$ cat src/rtl/pipelined_addsub.sv
// pipelined_addsub: pipelined integer add/subtract unit with a tag, a valid/ready
// handshake, a squash input and status flags.
// The WIDTH-bit carry chain is split into STAGES registered segments of WIDTH/STAGES bits.
// Optional saturation mode is enabled by defining PIPELINED_ADDSUB_SAT_EN. It adds the
// in_sat port. When the macro is undefined, results always wrap modulo 2^WIDTH.
module pipelined_addsub #(
  parameter int WIDTH  = 64,
  parameter int STAGES = 4,
  parameter int TAG_W  = 6
) (
  input  logic             clk,
  input  logic             reset_n,
  input  logic             flush,
  input  logic             in_valid,
  output logic             in_ready,
  input  logic [WIDTH-1:0] in_a,
  input  logic [WIDTH-1:0] in_b,
  input  logic             in_sub,
  input  logic             in_cin,
  input  logic [TAG_W-1:0] in_tag,
`ifdef PIPELINED_ADDSUB_SAT_EN
  input  logic             in_sat,
`endif
  output logic             out_valid,
  input  logic             out_ready,
  output logic [WIDTH-1:0] out_sum,
  output logic [TAG_W-1:0] out_tag,
  output logic             out_cout,
  output logic             out_ovf,
  output logic             out_zero,
  output logic             out_neg
);

  localparam int SEG  = WIDTH / STAGES;
  localparam int LAST = STAGES - 1;

  if ((WIDTH % STAGES) != 0) begin : g_bad_cfg
    $error("pipelined_addsub: WIDTH must be a multiple of STAGES");
  end

  // Per-stage registers. Stage k holds the sum bits resolved so far, the full
  // operands (the upper bits are still needed), and the carry out of segment k.
  logic [STAGES-1:0] valid_q, valid_d;
  logic [WIDTH-1:0]  sum_q   [STAGES];
  logic [WIDTH-1:0]  sum_d   [STAGES];
  logic [WIDTH-1:0]  a_q     [STAGES];
  logic [WIDTH-1:0]  a_d     [STAGES];
  logic [WIDTH-1:0]  bp_q    [STAGES];
  logic [WIDTH-1:0]  bp_d    [STAGES];
  logic              carry_q [STAGES];
  logic              carry_d [STAGES];
  logic [TAG_W-1:0]  tag_q   [STAGES];
  logic [TAG_W-1:0]  tag_d   [STAGES];
`ifdef PIPELINED_ADDSUB_SAT_EN
  logic              sat_q   [STAGES];
  logic              sat_d   [STAGES];
  logic              stg_sat [STAGES];
`endif

  // Flags are produced by the last stage and held with the result.
  logic ovf_q, ovf_d;
  logic zero_q, zero_d;

  // Stage inputs: stage 0 takes the ports, stage k takes the registers of stage k-1.
  logic [STAGES-1:0] stg_valid;
  logic [WIDTH-1:0]  stg_a   [STAGES];
  logic [WIDTH-1:0]  stg_bp  [STAGES];
  logic [WIDTH-1:0]  stg_sum [STAGES];
  logic              stg_c   [STAGES];
  logic [TAG_W-1:0]  stg_tag [STAGES];
  logic [SEG:0]      seg_res;
  logic              advance;

  // Handshake, segment adders and last-stage flag/saturation logic.
  always_comb begin
    advance  = !valid_q[LAST] || out_ready;
    in_ready = advance;
    seg_res  = '0;

    stg_valid[0] = in_valid;
    stg_a[0]     = in_a;
    stg_bp[0]    = in_sub ? ~in_b : in_b;
    stg_c[0]     = in_sub ? ~in_cin : in_cin;
    stg_sum[0]   = '0;
    stg_tag[0]   = in_tag;
`ifdef PIPELINED_ADDSUB_SAT_EN
    stg_sat[0]   = in_sat;
`endif
    for (int k = 1; k < STAGES; k++) begin
      stg_valid[k] = valid_q[k-1];
      stg_a[k]     = a_q[k-1];
      stg_bp[k]    = bp_q[k-1];
      stg_c[k]     = carry_q[k-1];
      stg_sum[k]   = sum_q[k-1];
      stg_tag[k]   = tag_q[k-1];
`ifdef PIPELINED_ADDSUB_SAT_EN
      stg_sat[k]   = sat_q[k-1];
`endif
    end

    for (int k = 0; k < STAGES; k++) begin
      seg_res = {1'b0, stg_a[k][k*SEG +: SEG]} + {1'b0, stg_bp[k][k*SEG +: SEG]}
                + {{SEG{1'b0}}, stg_c[k]};
      valid_d[k]               = stg_valid[k];
      sum_d[k]                 = stg_sum[k];
      sum_d[k][k*SEG +: SEG]   = seg_res[SEG-1:0];
      carry_d[k]               = seg_res[SEG];
      a_d[k]                   = stg_a[k];
      bp_d[k]                  = stg_bp[k];
      tag_d[k]                 = stg_tag[k];
`ifdef PIPELINED_ADDSUB_SAT_EN
      sat_d[k]                 = stg_sat[k];
`endif
    end

    ovf_d = (stg_a[LAST][WIDTH-1] == stg_bp[LAST][WIDTH-1]) &&
            (sum_d[LAST][WIDTH-1] != stg_a[LAST][WIDTH-1]);
`ifdef PIPELINED_ADDSUB_SAT_EN
    if (stg_sat[LAST] && ovf_d) begin
      sum_d[LAST] = stg_a[LAST][WIDTH-1] ? {1'b1, {(WIDTH-1){1'b0}}}
                                         : {1'b0, {(WIDTH-1){1'b1}}};
    end
`endif
    zero_d = (sum_d[LAST] == '0);
  end

  // Pipeline registers: the whole pipe shifts on advance, flush clears every valid bit.
  always_ff @(posedge clk or negedge reset_n) begin
    if (!reset_n) begin
      valid_q <= '0;
      ovf_q   <= 1'b0;
      zero_q  <= 1'b0;
      for (int k = 0; k < STAGES; k++) begin
        sum_q[k]   <= '0;
        a_q[k]     <= '0;
        bp_q[k]    <= '0;
        carry_q[k] <= 1'b0;
        tag_q[k]   <= '0;
`ifdef PIPELINED_ADDSUB_SAT_EN
        sat_q[k]   <= 1'b0;
`endif
      end
    end else begin
      if (flush) begin
        valid_q <= '0;
      end else if (advance) begin
        valid_q <= valid_d;
      end
      if (advance) begin
        ovf_q  <= ovf_d;
        zero_q <= zero_d;
        for (int k = 0; k < STAGES; k++) begin
          sum_q[k]   <= sum_d[k];
          a_q[k]     <= a_d[k];
          bp_q[k]    <= bp_d[k];
          carry_q[k] <= carry_d[k];
          tag_q[k]   <= tag_d[k];
`ifdef PIPELINED_ADDSUB_SAT_EN
          sat_q[k]   <= sat_d[k];
`endif
        end
      end
    end
  end

  assign out_valid = valid_q[LAST];
  assign out_sum   = sum_q[LAST];
  assign out_tag   = tag_q[LAST];
  assign out_cout  = carry_q[LAST];
  assign out_ovf   = ovf_q;
  assign out_zero  = zero_q;
  assign out_neg   = sum_q[LAST][WIDTH-1];

endmodule

$ cat config.mk
export PLATFORM = sky130hd
export DESIGN_NAME = pipelined_addsub
export DESIGN_NICKNAME = d
export VERILOG_FILES = /design/src/rtl/pipelined_addsub.sv
export SDC_FILE = /design/constraint.sdc
export NUM_CORES = 1
export LEC_CHECK = 0
export CAP_MARGIN = 10
export CORE_MARGIN = 3
export CORE_UTILIZATION = 58
export CTS_BUF_LIST = sky130_fd_sc_hd__clkbuf_2
export DETAILED_ROUTE_END_ITERATION = 10
export PLACE_DENSITY = 0.92
export SLEW_MARGIN = 30
export SYNTH_ARGS = -nofsm -noshare
export SYNTH_HDL_FRONTEND = slang
export SYNTH_SLANG_ARGS = --single-unit
$ cat constraint.sdc
create_clock -name clk -period 3.6 [get_ports clk]
set_clock_uncertainty 0.15 [all_clocks]
set_input_delay 0.72 -clock clk [delete_from_list [all_inputs] [get_ports clk]]
set_output_delay 0.72 -clock clk [all_outputs]
set_load 0.01 [all_outputs]
# Word level (Yosys, flattened, before mapping)
# Cells that the tools add are included.
[totals]
inputBits = 141
register_bits = 578
out_inout_bits = 76
latch_bits = 0
memories = 0
mem_bits_ro = 0
ram_bits = 0
[classes]
n_eq_ne = 2
mul = 0
order_cmp = 0
addsub = 8
reduce_logical = 5
mux = 4
n_shift = 0
n_bitwise = 2
n_div = 0
[ops]
columns = ["operator", "count"]
rows = [
  ["16-bit by 16-bit adder with 17-bit output", 4],
  ["17-bit by 1-bit adder with 17-bit output", 4],
  ["64-bit logical NOT", 1],
  ["64-bit 2-to-1 mux", 1],
  ["64-bit inverter", 1],
  ["4-bit 2-to-1 mux", 2],
  ["2-bit nonzero test", 1],
  ["1-bit equality test", 1],
  ["1-bit logical AND", 1],
  ["1-bit logical NOT", 1],
  ["1-bit logical OR", 1],
  ["1-bit 2-to-1 mux", 1],
  ["1-bit inequality test", 1],
  ["1-bit inverter", 1],
]

# Logic depth before layout (Yosys ltp)
# Gate-level depths: netlist (run 1).
[logic_depth]
word_depth = 4
mapped_depth = 12
depth_no_buf = 11

# Worst setup path before layout (run 1)
# No wires, ideal clock.
[synth_path]
kind = "input to register"
start = "in in_sub"
end = "reg sum_q, in the netlist stg_sum[142]"
setup_time_ns = 0.129
arrival_time_ns = 3.466
path_stages = 12
setup_slack_ns = -0.145
n_path_buf = 2
t_required_ns = 3.321
cell_sequence = "buf_2 > buf_1 > xnor2_1 > fa_1 > fa_1 > nor2b_1 > o21ai_0 > a21oi_1 > o211ai_1 > a311oi_1 > or3_1 > nand3_1"
[synth_via]
elab_chain_cells = 3
word_cells_on_any_way = 4
classes_between = "add/sub (2); mux (2)"
[synth_rtl]
columns = ["element", "line_no", "rtl"]
rows = [
  ["start: declaration", "18", "input logic in_sub,"],
  ["64-bit 2-to-1 mux", "82", "stg_bp[0] = in_sub ? ~in_b : in_b;"],
  ["16-bit by 16-bit adder with 17-bit output", "102", "seg_res = {1'b0, stg_a[k][k*SEG +: SEG]} + {1'b0, stg_bp[k][k*SEG +: SEG]}"],
  ["17-bit by 1-bit adder with 17-bit output *", "103", "+ {{SEG{1'b0}}, stg_c[k]};"],
  ["end signal: indexed assignment", "153", "sum_q[k] <= sum_d[k];"],
  ["end: declaration", "44", "logic [WIDTH-1:0] sum_q [STAGES];"],
]
# Mark *: on every way between the ends. The rest lies on a longest branch, timed or not.
# A chain may end at the register's enable or synchronous reset.

# Final worst setup path (run 1)
[layout_path]
start = "reg valid_q[3]"
end = "out in_ready"
[layout_via]
elab_chain_cells = 2
[layout_rtl]
columns = ["element", "line_no", "rtl"]
rows = [
  ["start: declaration", "43", "logic [STAGES-1:0] valid_q, valid_d;"],
  ["start signal: assignment", "147", "valid_q <= valid_d;"],
  ["1-bit logical NOT", "76", "advance = !valid_q[LAST] || out_ready;"],
  ["1-bit logical OR", "76", ""],
  ["end: declaration", "15", "output logic in_ready,"],
]
# Every way passes these cells.

==> results.json, run 1 <==
{
  "ir_worst_vdd_mv": 0.333,
  "path_clk_slew_ns": 0.10,
  "synthCells": 2019,
  "ys.flop_type": "dfrtp_1",
  "synth_compound_area_frac": 0.0897,
  "utilization": 0.710,
  "post_cts_buffers": 0,
  "pwr-share-comb": 0.256,
  "syn_area_sq_mm": 0.0180,
  "tightest_slew_ns": 0.938,
  "grt_pass1_vias": 14600,
  "place_hpwl_mm": 30.2,
  "fin_crit_ns": 3.09,
  "status": "complete, no violations",
  "dr.pass1.iters": 5,
  "grt_pass1_wl_mm": 70.1,
  "dieArea_sq_mm": 0.0332,
  "drt-initial-drc-count": 1353,
  "worstPathRequired_ns": 2.73,
  "cts_num_sinks": 386,
  "async_flop_share": 1.00,
  "drc": 0,
  "fillerInstances": 2214,
  "yosys.area_share.adder": 0.0506,
  "synth_warnings": 0,
  "muxShareOfSynthArea": 0.00236,
  "avgSynthCellArea_sq_um": 8.92,
  "cts_htree_levels": 3,
  "synthXorXnorAreaFrac": 0.0452,
  "clock-root-buffer": "clkbuf_2",
  "finalNonFillerCells": 2714,
  "timing.slew.headroom": 0.374,
  "slew_viol_final": 0,
  "gr-total-overflow": 0,
  "synth_seq_area_share": 0.536,
  "post_cts_resized": 0,
  "startpoint_type": "register",
  "dp_slack_ns": -0.238,
  "yosys.area_share.simple": 0.248,
  "place_inst": 2549,
  "path_class": "register to output port",
  "antenna_found_initial": 3,
  "synth-edff-count": 0,
  "fin_crit_sh": 0.858,
  "synth-seq-cells": 386,
  "syn_nets": 2228,
  "coreArea_sq_mm": 0.0301,
  "clk_latency_ns": 0.93,
  "synth_top_cell_by_area": "dfrtp_1",
  "power.internal_uw": 7580,
  "die_w_microns": 182,
  "rsz0062_at_grt": "no",
  "rows": 63,
  "crit_arrival_ns": 2.22,
  "viasPerCell": 5.44,
  "synth_top_family_by_area": "simple AND/OR/NAND/NOR gates",
  "maxCapViolations": 0,
  "grt_max_degree": 184,
  "ant_nets": 0,
  "finalHoldViolCount": 0,
  "switching_share": 0.336,
  "finalSetupViolCount": 0,
  "wire_per_inst_microns": 15.7,
  "clk_path_buf_depth": 3,
  "p_seq_frac": 0.507,
  "grt_usage": 0.256,
  "numPortBuffers": 216,
  "p_sw_uw": 3830,
  "vias": 14800,
  "numCtsBuffers": 95,
  "hold_class": "input pin to register",
  "cts_tree": "done",
  "floorplan.initialDensity": 0.598,
  "drive_above_1_share": 0.0810,
  "synth_top_area_share": 0.536,
  "critPathCaptureType": "output port",
  "ioPinCount": 217,
  "gp_congestion": 1.02,
  "die_y_microns": 182,
  "p_per_area_mw_per_mm2": 534,
  "fin_ws_ns": 0.512,
  "clkPwrFrac": 0.237,
  "finalWirelength_mm": 42.6,
  "max_freq_mhz": 324,
  "p_leak_uw": 0.0102,
  "synth_cell_types": 77,
  "setup_tns_ns": 0,
  "critPathMaxFanout": 5,
  "fin_nets": 2466,
  "synth_area_leaders": "dfrtp_1 54%, nand2_1 19%, ha_1 4.2%, xnor2_1 3.2%, o21ai_0 2.2%",
  "syn_to_final_growth_pct": 18.7
}
final cells by class:
class | instances | area, sq um | share of cell area
tap | 390 | 488 | 0.0228
clock buffer | 128 | 641 | 0.0300
inverter | 35 | 139 | 0.00650
timing repair buffer | 236 | 2420 | 0.113
sequential | 386 | 9660 | 0.452
clock inverter | 33 | 154 | 0.00720
antenna | 3 | 7.51 | 0.000351
multi-input combinational | 1503 | 7860 | 0.368
routing by layer:
metal	global-route usage	share of wire	vias up
li1	-	-	7119
met1	0.338	0.41	7041
met2	0.401	0.47	501
met3	0.0466	0.060	116
met4	0.143	0.051	0
met5	0	0	-
power groups by stage:
stage / registers, uW / logic (uW) / clock network [uW]
2_1_floorplan: 5780 / 1530 / 0
3_3_place_gp: 5830 / 2790 / 0
3_5_place_dp: 5860 / 2910 / 0
4_1_cts: 5770 / 2920 / 2790
5_1_grt: 5870 / 3220 / 3000
6_report: 5780 / 2920 / 2710
cell usage after synthesis, types with 8 or more instances:
cell type	n
o31ai_1	16
fa_1	8
or3_1	12
xor2_1	28
dfrtp_1	386
a211oi_1	17
nand3_1	10
inv_1	34
ha_1	60
nor3b_1	13
clkbuf_1	86
o21ai_0	80
o21ai_1	8
nor2_1	55
o21a_1	11
nor3_1	30
nor4_1	13
xnor2_1	65
nand2_1	905
a21oi_1	46
worst max-delay path, stage by stage (launching register included):
cell and delay [ns]:
dfrtp_1 0.36, nor2b_4 0.36, inv_8 0.06, clkdlybuf4s50_1 0.56
final timing paths:
path	startpoint	end	slack, ns	cells past startpoint
max in group asynchronous	reset_n	bp_d[61]	2.05	3
min in group asynchronous	reset_n	bp_d[155]	0.29	2
hold / removal	in_a[48]	a_d[176]	0.17	3
setup reg to reg	a_d[48]	out_zero	0.52	9
setup / recovery	valid_q[3]	in_ready	0.51	3
hold reg to reg	stg_sum[68]	stg_sum[4]	0.30	2
cell usage in the layout (no fill, tap or decap), types with 11 or more instances in the layout:
cell,synthesis,final
a211oi_1,17,17
a21oi_1,46,46
buf_4,1,12
clkbuf_2,0,128
clkdlybuf4s50_1,0,214
clkinv_1,0,24
dfrtp_1,386,386
ha_1,60,60
inv_1,34,34
nand2_1,905,905
nor2_1,55,55
nor3_1,30,30
nor3b_1,13,13
nor4_1,13,13
o21a_1,11,11
o21ai_0,80,80
o31ai_1,16,16
or3_1,12,12
xnor2_1,65,65
xor2_1,28,28
sequential cells by signal (all words and copies together), names as in the netlist:
register  flops
bp_d         96
stg_tag      18
valid_q       4
out_cout      1
stg_sum      96
out_sum      64
a_d          96
out_ovf       1
out_tag       6
carry_q       3
out_zero      1
stage by stage:
step                      total power (uW)  hold WS [ns]  instance area, sq um
after floorplan                       7300         0.274                 18000
after global placement                8610         0.299                 20600
after detailed placement              8770         0.305                 20600
after CTS                            11500        0.0745                 21400
after global routing                 12100         0.115                 21400
final                                11400         0.172                 21400
repair_timing:
action	in CTS	in global routing
hold buffers	1	0
endpoints found under the setup margin	0	0
endpoints found under the hold margin	90	0
logic make-up (layout without fill, tap and decap cells):
group	after synthesis	after routing
mux	4	4
other cells	0	3
compound gates	244	244
buf+inv	130	432
simple gates	1094	1094
xor+xnor	93	93
flops	386	386
fa+ha+maj	68	68
No activity file was read; power rests on OpenSTA's default activity.
==> inputs of run 2 (changes only) <==
- MAX_ROUTING_LAYER: default -> met4
- PLACE_DENSITY: 0.92 -> 0.83
- TNS_END_PERCENT: default -> 50
==> run 2 against run 1 <==
  * Routed wire length shrank 0.46%
  * Clock power grew 5%
  * First-iteration DRC count shrank 24%
  * Critical endpoint unchanged
  * Count of clock-buffer cells in the layout grew 9
  * Total power grew 0.87%
  * The flow now finishes with violations (DRC)
  * Cell count grew 0.29%
  * Via count shrank 0.67%
  * Register-to-register slack gained 0.06 ns
  * Critical path type unchanged
  * Die area is the same
  * Flip-flop and latch count is the same
  * Non-clock buffer count grew 3
==> results.json, run 2 (synthesis results as in run 1) <==
{
  "status": "finished, violations left",
  "violations": "DRC",
  "startpoint_type": "register",
  "place_inst": 2552,
  "setup_tns_ns": 0,
  "grt_max_degree": 165,
  "rsz0062_at_grt": "no",
  "grt_pass1_vias": 14400,
  "path_clk_slew_ns": 0.10,
  "viasPerCell": 5.39,
  "numPortBuffers": 216,
  "floorplan.initialDensity": 0.598,
  "r2r-start": "a_d[96]",
  "fillerInstances": 2318,
  "finalNonFillerCells": 2722,
  "critPathCaptureType": "output port",
  "p_per_area_mw_per_mm2": 537,
  "cts_num_sinks": 386,
  "die_w_microns": 182,
  "gp_congestion": 0.908,
  "rrSetupSlack_ns": 0.58,
  "fin_crit_sh": 0.839,
  "postCtsHoldBufs": 1,
  "gr-total-overflow": 0,
  "drt-initial-drc-count": 1035,
  "p_leak_uw": 0.0103,
  "critPathMaxFanout": 5,
  "critical-path-slowest-cell": "clkdlybuf4s50_1",
  "rr_endpoint": "stg_sum[44]",
  "drive_above_1_share": 0.0854,
  "timing.slew.headroom": 0.558,
  "die_y_microns": 182,
  "clock-root-buffer": "clkbuf_2",
  "wire_per_inst_microns": 15.6,
  "maxCapViolations": 0,
  "ioPinCount": 217,
  "tightest_slew_ns": 0.662,
  "hold_class": "input pin to async pin",
  "path_class": "register to output port",
  "clk_path_buf_depth": 3,
  "post_cts_buffers": 0,
  "fin_nets": 2472,
  "critPathMaxStageDelay_ns": 0.49,
  "top_usage_layer": "met2",
  "final_common_cell": "nand2_1",
  "finalSetupViolCount": 0,
  "grt_pass1_wl_mm": 69.7,
  "syn_to_final_growth_pct": 19.1,
  "use_met2": 0.408,
  "dr.pass1.iters": 10,
  "slew_viol_final": 0,
  "gr-usage-met1": 0.346,
  "max_freq_mhz": 331,
  "cts_htree_levels": 3,
  "dieArea_sq_mm": 0.0332,
  "place_hpwl_mm": 30.2,
  "fin_crit_ns": 3.02,
  "finalHoldViolCount": 0,
  "numCtsBuffers": 98,
  "ant_nets": 0,
  "crit_chain": "nor2b_4 > inv_8 > clkdlybuf4s50_1",
  "worstPathRequired_ns": 2.73,
  "post_cts_resized": 0,
  "finalWirelength_mm": 42.4,
  "clk_latency_ns": 0.93,
  "use_met3": 0.0427,
  "antenna_found_initial": 3,
  "cts_tree": "done",
  "final_cell_mix": "905 x nand2_1, 386 x dfrtp_1, 214 x clkdlybuf4s50_1",
  "vias": 14700,
  "ir_worst_vdd_mv": 0.364,
  "drc": 1,
  "coreArea_sq_mm": 0.0301,
  "rows": 63,
  "finalPower_uw": 11500,
  "ff2ff_path_depth": 11,
  "grt_usage": 0.263,
  "crit_arrival_ns": 2.15
}
==> run 2: changes by cell type in the layout (fill, tap and decap cells not counted) <==
| cell | previous run | this run |
|---|---|---|
| clkbuf_2 | 128 | 137 |
| buf_4 | 12 | 15 |
| bufinv_16 | 0 | 1 |
| inv_6 | 3 | 1 |
| clkinvlp_4 | 2 | 0 |
| clkinv_1 | 24 | 21 |
| clkinv_4 | 1 | 4 |
| clkinv_2 | 2 | 1 |
==> run 2: area by class of cell <==
type                            instances  area (sq um)  area share
Clock inverter                         29           161     0.00753
Tap cell                              390           488      0.0228
Multi-Input combinational cell       1503          7860       0.367
Timing Repair Buffer                  239          2440       0.114
Sequential cell                       386          9660       0.451
Clock buffer                          137           686      0.0320
Antenna cell                            3          7.51    0.000350
Inverter                               35           139     0.00648
==> run 2: critical path, delay by kind of cell (launching register included) <==
kind,cells,cell delay (ns)
simple gates,1,0.31
flops,1,0.37
buf+inv,2,0.56
==> run 2: where the power goes <==
group / switching [uW] / leakage, uW / internal, uW
clock network: 1730 / 0.000645 / 1110
registers: 600 / 0.00451 / 5170
logic: 1470 / 0.00510 / 1430
total: 3800 / 0.0103 / 7700
==> run 2: how the worst max path moves through the flow <==
stage	slack, ns	to	from	cells past startpoint
after global routing	0.37	stg_sum[44]	carry_q[2]	11
after detailed placement	-0.21	carry_q[3]	in_b[0]	12
after global placement	-0.11	stg_sum[142]	in_b[0]	12
final	0.58	in_ready	valid_q[3]	3
after CTS	0.47	in_ready	valid_q[3]	3
after floorplan	0.02	stg_sum[141]	in_sub	11
==> run 2: metrics by stage <==
step	util	instance area (sq um)	setup slack (ns)	hold WS, ns
finish	0.712	21400	0.579	0.144
global route	0.712	21400	0.367	0.0798
CTS	0.712	21400	0.472	0.0743
detailed placement	0.683	20600	-0.206	0.303
global placement	0.683	20600	-0.113	0.299
floorplan	-	18000	0.0180	0.274
==> run 2: layer usage <==
metal  share of wire  wire length (microns)  vias to the layer above
met5               0                      0                        -
met2            0.48                  20400                      424
li1                -                      -                     7136
met4           0.033                   1410                        0
met1            0.43                  18400                     7031
met3           0.051                   2170                       87
==> inputs of run 3 (changes only) <==
- CORE_UTILIZATION: 58 -> 52
- PLACE_DENSITY: 0.83 -> 0.78
- clock period: 3.6 -> 2.7 ns (I/O delays scaled with it)
==> run 3 against run 2 <==
  * Register-to-register slack worse by 0.68 ns
  * First-iteration DRC count up 1.4%
  * Cell count up 7.1%
  * Global-route usage down 0.95 points
  * Sequential power up 33%
  * The run ends with setup timing left
  * Flip-flop and latch count unchanged
  * Core utilization down 3.4 points
  * Routed wire length up 5.6%
==> results.json, run 3 (synthesis results as in run 1) <==
{
  "grt_pass1_vias": 15000,
  "finalNonFillerCells": 2915,
  "gp_congestion": 0.966,
  "critPathBufInv": 2,
  "finalSetupViolCount": 2,
  "ir_worst_vdd_mv": 0.560,
  "finalHoldViolCount": 0,
  "startpoint_type": "register",
  "cts_num_sinks": 386,
  "floorplan.initialDensity": 0.532,
  "critPathMaxFanout": 2,
  "drc": 0,
  "dr.pass1.iters": 5,
  "p_per_area_mw_per_mm2": 687,
  "critPathMaxStageDelay_ns": 0.53,
  "final_common_cell": "nand2_1",
  "violations": "setup timing",
  "p_sw_uw": 5200,
  "fin_nets": 2598,
  "p_seq_frac": 0.488,
  "die_w_microns": 192,
  "setup_tns_ns": -0.131,
  "path_clk_slew_ns": 0.11,
  "crit_path_frequent_cell": "nand4_1",
  "max_freq_mhz": 357,
  "vias": 15000,
  "ioPinCount": 217,
  "fin_ws_ns": -0.104,
  "slew_viol_final": 0,
  "p_leak_uw": 0.0110,
  "syn_to_final_growth_pct": 27.5,
  "rows": 67,
  "numPortBuffers": 216,
  "final_cell_mix": "904 x nand2_1, 384 x dfrtp_1, 193 x clkdlybuf4s50_1",
  "switching_share": 0.330,
  "pwr-share-comb": 0.264,
  "timing.slew.headroom": 0.595,
  "clock-root-buffer": "clkbuf_2",
  "antenna_found_initial": 4,
  "rrSetupSlack_ns": -0.10,
  "dieArea_sq_mm": 0.0369,
  "coreArea_sq_mm": 0.0339,
  "crit_family": "simple AND/OR/NAND/NOR gates",
  "clkPwrFrac": 0.248,
  "rsz0062_at_grt": "yes",
  "gr-total-overflow": 0,
  "cts_htree_levels": 3,
  "viasPerCell": 5.15,
  "grt_usage": 0.253,
  "path_class": "register to register",
  "crit_arrival_ns": 3.49,
  "grt_pass1_wl_mm": 73.2,
  "drt-initial-drc-count": 1050,
  "maxCapViolations": 0,
  "fillerInstances": 2689,
  "finalWirelength_mm": 44.7,
  "status": "finished, violations left",
  "ant_nets": 0,
  "clk_latency_ns": 0.96,
  "hold_class": "input pin to register",
  "tightest_slew_ns": 0.603,
  "fin_crit_sh": 1.04,
  "power.internal_uw": 10600,
  "fin_crit_ns": 2.80,
  "clk_path_buf_depth": 3,
  "utilization": 0.678,
  "numCtsBuffers": 97,
  "place_inst": 2657,
  "place_hpwl_mm": 31.1,
  "critPathCaptureType": "register",
  "crit_chain": "fa_1 > inv_1 > fa_2 > buf_4 > xor2_2 > nand4_1 > or4_4 > nor4_4 > nand4_1 > o21ai_1",
  "finalPower_uw": 15800,
  "critical-path-slowest-cell": "or4_4",
  "drive_above_1_share": 0.122,
  "wire_per_inst_microns": 15.3,
  "cts_tree": "done",
  "die_y_microns": 192,
  "worstPathRequired_ns": 3.39,
  "grt_max_degree": 101
}
## run 3: cell types whose count changed in the layout (fill, tap and decap cells not counted), sizes merged
cell	change
buf	+57
bufinv	+1
clkbuf	+4
dlygate4sd2	+18
dlygate4sd3	+71
diode	+1
clkdlybuf4s50	-21
clkinv	+2
dlymetal6s2s	+2
## run 3: worst reg2reg max path, cell delays in order, from the launching register on
cell and delay (ns):
dfrtp_1 0.42, fa_1 0.46, inv_1 0.09, fa_2 0.21, buf_4 0.12, xor2_2 0.17, nand4_1 0.13, or4_4 0.53
nor4_4 0.18, nand4_1 0.13, o21ai_1 0.13
## run 3: stage by stage
step	hold WS [ns]	setup WS, ns	cell area, sq um
floorplan	0.0944	-0.339	18100
global placement	0.298	-0.867	21100
detailed placement	0.305	-0.949	21100
CTS	0.000755	-0.181	22800
global route	0.0232	-0.263	23000
finish	0.107	-0.104	23000
## run 3: metal layers
metal | up-vias | wire (microns) | GRT usage
met5 | - | 0 | -
met4 | 0 | 1890 | 0.124
met3 | 104 | 2280 | 0.0433
met1 | 7074 | 19200 | 0.323
met2 | 450 | 21300 | 0.396
li1 | 7394 | - | -
## run 3: area by class of cell
cell class                 instances  area [sq um]  share of cell area
multi-input combinational       1503          8100               0.353
clock buffer                     141           706              0.0307
inverter                          35           139             0.00605
sequential                       386          9660               0.421
antenna                            4          10.0            0.000436
tap                              448           561              0.0244
timing repair buffer             366          3600               0.157
clock inverter                    32           181             0.00790
## run 3: what timing repair did
action	in CTS	in global routing
hold buffers	73	0
gates resized for setup	41	29
hold endpoints to repair	457	0
setup buffers	2	6
endpoints found under the setup margin	28	19
pin swaps	8	21
## run 3: final timing paths
path,startpoint,to,cells past startpoint
max,a_d[48],out_zero,10
max in group asynchronous,reset_n,out_sum[51],4
min,in_sub,bp_d[191],4
min reg2reg,a_d[177],a_d[113],2
max reg2reg,a_d[48],out_zero,10
min in group asynchronous,reset_n,a_d[101],4
## run 3: power groups by stage
stage | registers [uW] | logic [uW] | clock network [uW]
floorplan | 7700 | 2050 | 0
global placement | 7760 | 3860 | 0
detailed placement | 7800 | 3990 | 0
CTS | 7690 | 4080 | 4060
global route | 7840 | 4590 | 4390
finish | 7700 | 4160 | 3900
==> RTL edit, RTL diff (config.mk and constraints of run 1) <==
Build with the macro `PIPELINED_ADDSUB_SAT_EN` defined.
--- a/src/rtl/pipelined_addsub.sv
+++ b/src/rtl/pipelined_addsub.sv
@@ -4,4 +4,6 @@
 // Optional saturation mode is enabled by defining PIPELINED_ADDSUB_SAT_EN. It adds the
 // in_sat port. When the macro is undefined, results always wrap modulo 2^WIDTH.
+`define PIPELINED_ADDSUB_SAT_EN
+
 module pipelined_addsub #(
   parameter int WIDTH  = 64,
Ports: changed (added in_sat); port bits go from 217 to 218. The function was not compared with the original's and may differ.
==> RTL edit against run 1 <==
The run now ends with negative setup slack left. Combinational power up 16%. Register-to-register slack got worse by 0.69 ns. Setup slack got worse by 0.69 ns. Final area increased by 1.9%. Power up 6.1%. Sequential power rose by 3%. Sequential cell count rose by 3. Worst hold slack gained 0.011 ns. Synthesized area rose by 0.60%. Routed wire length up 2.8%. Critical endpoint is now out_zero. Highest routed layer unchanged.
==> RTL edit: results (changes against run 1) <==
Vias in the first global route: 15000 (was 14580)
Global-route usage over all layers: 25.90% (was 25.55%)
Outcome: finished, violations left (was complete, no violations)
Synth Area in Adders: 5.029% (was 5.059%)
Slowest cell on the critical path: or4_1 (was clkdlybuf4s50_1)
Worst Tran Pin Value: 0.8269 ns (was 0.9384 ns)
Setup violators final: 1 (was 0)
Maximum fanout along the worst path: 3 (was 5)
Core area: 0.03067 mm^2 (was 0.03011 mm^2)
Drt initial violations: 1092 (was 1353)
Post-Synth XOR/XNOR Area: 5.319% (was 4.524%)
Max VDD drop: 0.3158 mV (was 0.3328 mV)
Final WL: 43.79 mm (was 42.58 mm)
Crit-path max cell delay: 0.51 ns (was 0.56 ns)
HPWL after DPL: 30.13 mm (was 30.22 mm)
Leakage: 10.26 nW (was 10.20 nW)
Setup ws final: -0.1744 ns (was 0.5124 ns)
Violated checks: negative setup slack
Synth Net Count: 2245 (was 2228)
Synth Area in Compound Gates: 11.59% (was 8.972%)
Seq/Total Area, Yosys: 53.74% (was 53.65%)
Synth top area cells: dfrtp_1 (54%), nand2_1 (17%), ha_1 (4.1%) (was dfrtp_1 (54%), nand2_1 (19%), ha_1 (4.2%))
Mux contribution to synthesized area: 0.2901% (was 0.2363%)
# port buffers: 217 (was 216)
Via Count: 15100 (was 14780)
Top Family by Delay on Critical Path: simple AND/OR/NAND/NOR gates (was buffers and inverters)
Synth unique cells: 58 (was 77)
GP Congestion: 0.9376 (was 1.016)
-- RTL edit: changes by cell type after synthesis, moves of 7 or more --
cell	delta
clkbuf_1	+10
a21o_1	+11
xnor2_1	+20
nand2b_1	+7
o21ai_1	+66
nand2_1	-102
nor2_1	+12
a21oi_1	+69
nor3b_1	-11
o31ai_1	-8
-- RTL edit: worst paths after layout --
check                                 start          end  slack [ns]  cells past startpoint
worst max-delay path               bp_d[48]     out_zero       -0.17                     16
worst min-delay path               in_a[17]     a_d[145]        0.18                      3
worst max register to register     bp_d[48]     out_zero       -0.17                     16
worst min register to register  stg_sum[87]  stg_sum[23]        0.28                      2
max in group asynchronous           reset_n   out_sum[3]        2.10                      3
min in group asynchronous           reset_n      a_d[59]        0.24                      2
-- RTL edit: cells by family (layout without fill, tap and decap cells) --
kind of cell / count (synthesis) / in the layout
other: 0 / 2
AND/OR/NAND/NOR: 962 / 962
XOR/XNOR: 110 / 110
adder cells (fa/ha/maj): 68 / 68
flip-flops: 389 / 389
multiplexers: 5 / 5
AO/OA/AOI/OAI: 363 / 363
buffers and inverters: 138 / 461
-- RTL edit: metrics by stage --
step,instance area (um^2),cells,setup slack (ns)
floorplan,18120,2035,-0.08133
global placement,20840,2586,-0.2526
detailed placement,20840,2586,-0.3225
CTS,21700,2749,-0.1484
global route,21780,2756,-0.2634
finish,21780,2756,-0.1744
-- RTL edit: routing by layer --
| metal | up-vias | routed length (um) | GRT usage (%) |
|---|---|---|---|
| li1 | 7275 | - | - |
| met1 | 7236 | 18600 | 34.83 |
| met2 | 519 | 21320 | 42.98 |
| met3 | 65 | 3012 | 4.923 |
| met4 | 0 | 857 | 8.349 |
| met5 | - | 0 | 0 |
-- RTL edit: power breakdown --
part / leakage (nW) / internal [mW] / switching [mW] / total, mW
clock network: 0.617 / 1.06 / 1.67 / 2.74
logic: 5.08 / 1.70 / 1.68 / 3.38
registers: 4.56 / 5.28 / 0.706 / 5.98
-- RTL edit: area by class of cell --
| class | count | area [um^2] |
|---|---|---|
| Timing Repair Buffer | 274 | 2713 |
| Fill cell | 2225 | 8892 |
| Multi-Input combinational cell | 1508 | 7923 |
| Clock inverter | 20 | 102.6 |
| Clock buffer | 136 | 680.7 |
| Tap cell | 396 | 495.5 |
| Sequential cell | 389 | 9734 |
| Antenna cell | 2 | 5.005 |
| Inverter | 31 | 123.9 |
-- RTL edit: timing repair --
action / 4_1_cts / 5_1_grt
setup buffers: 6 / 4
pin swaps: 10 / 3
hold buffers: 1 / 0
gates resized for setup: 6 / 2
setup endpoints to repair: 1 / 3
endpoints found under the hold margin: 71 / 0
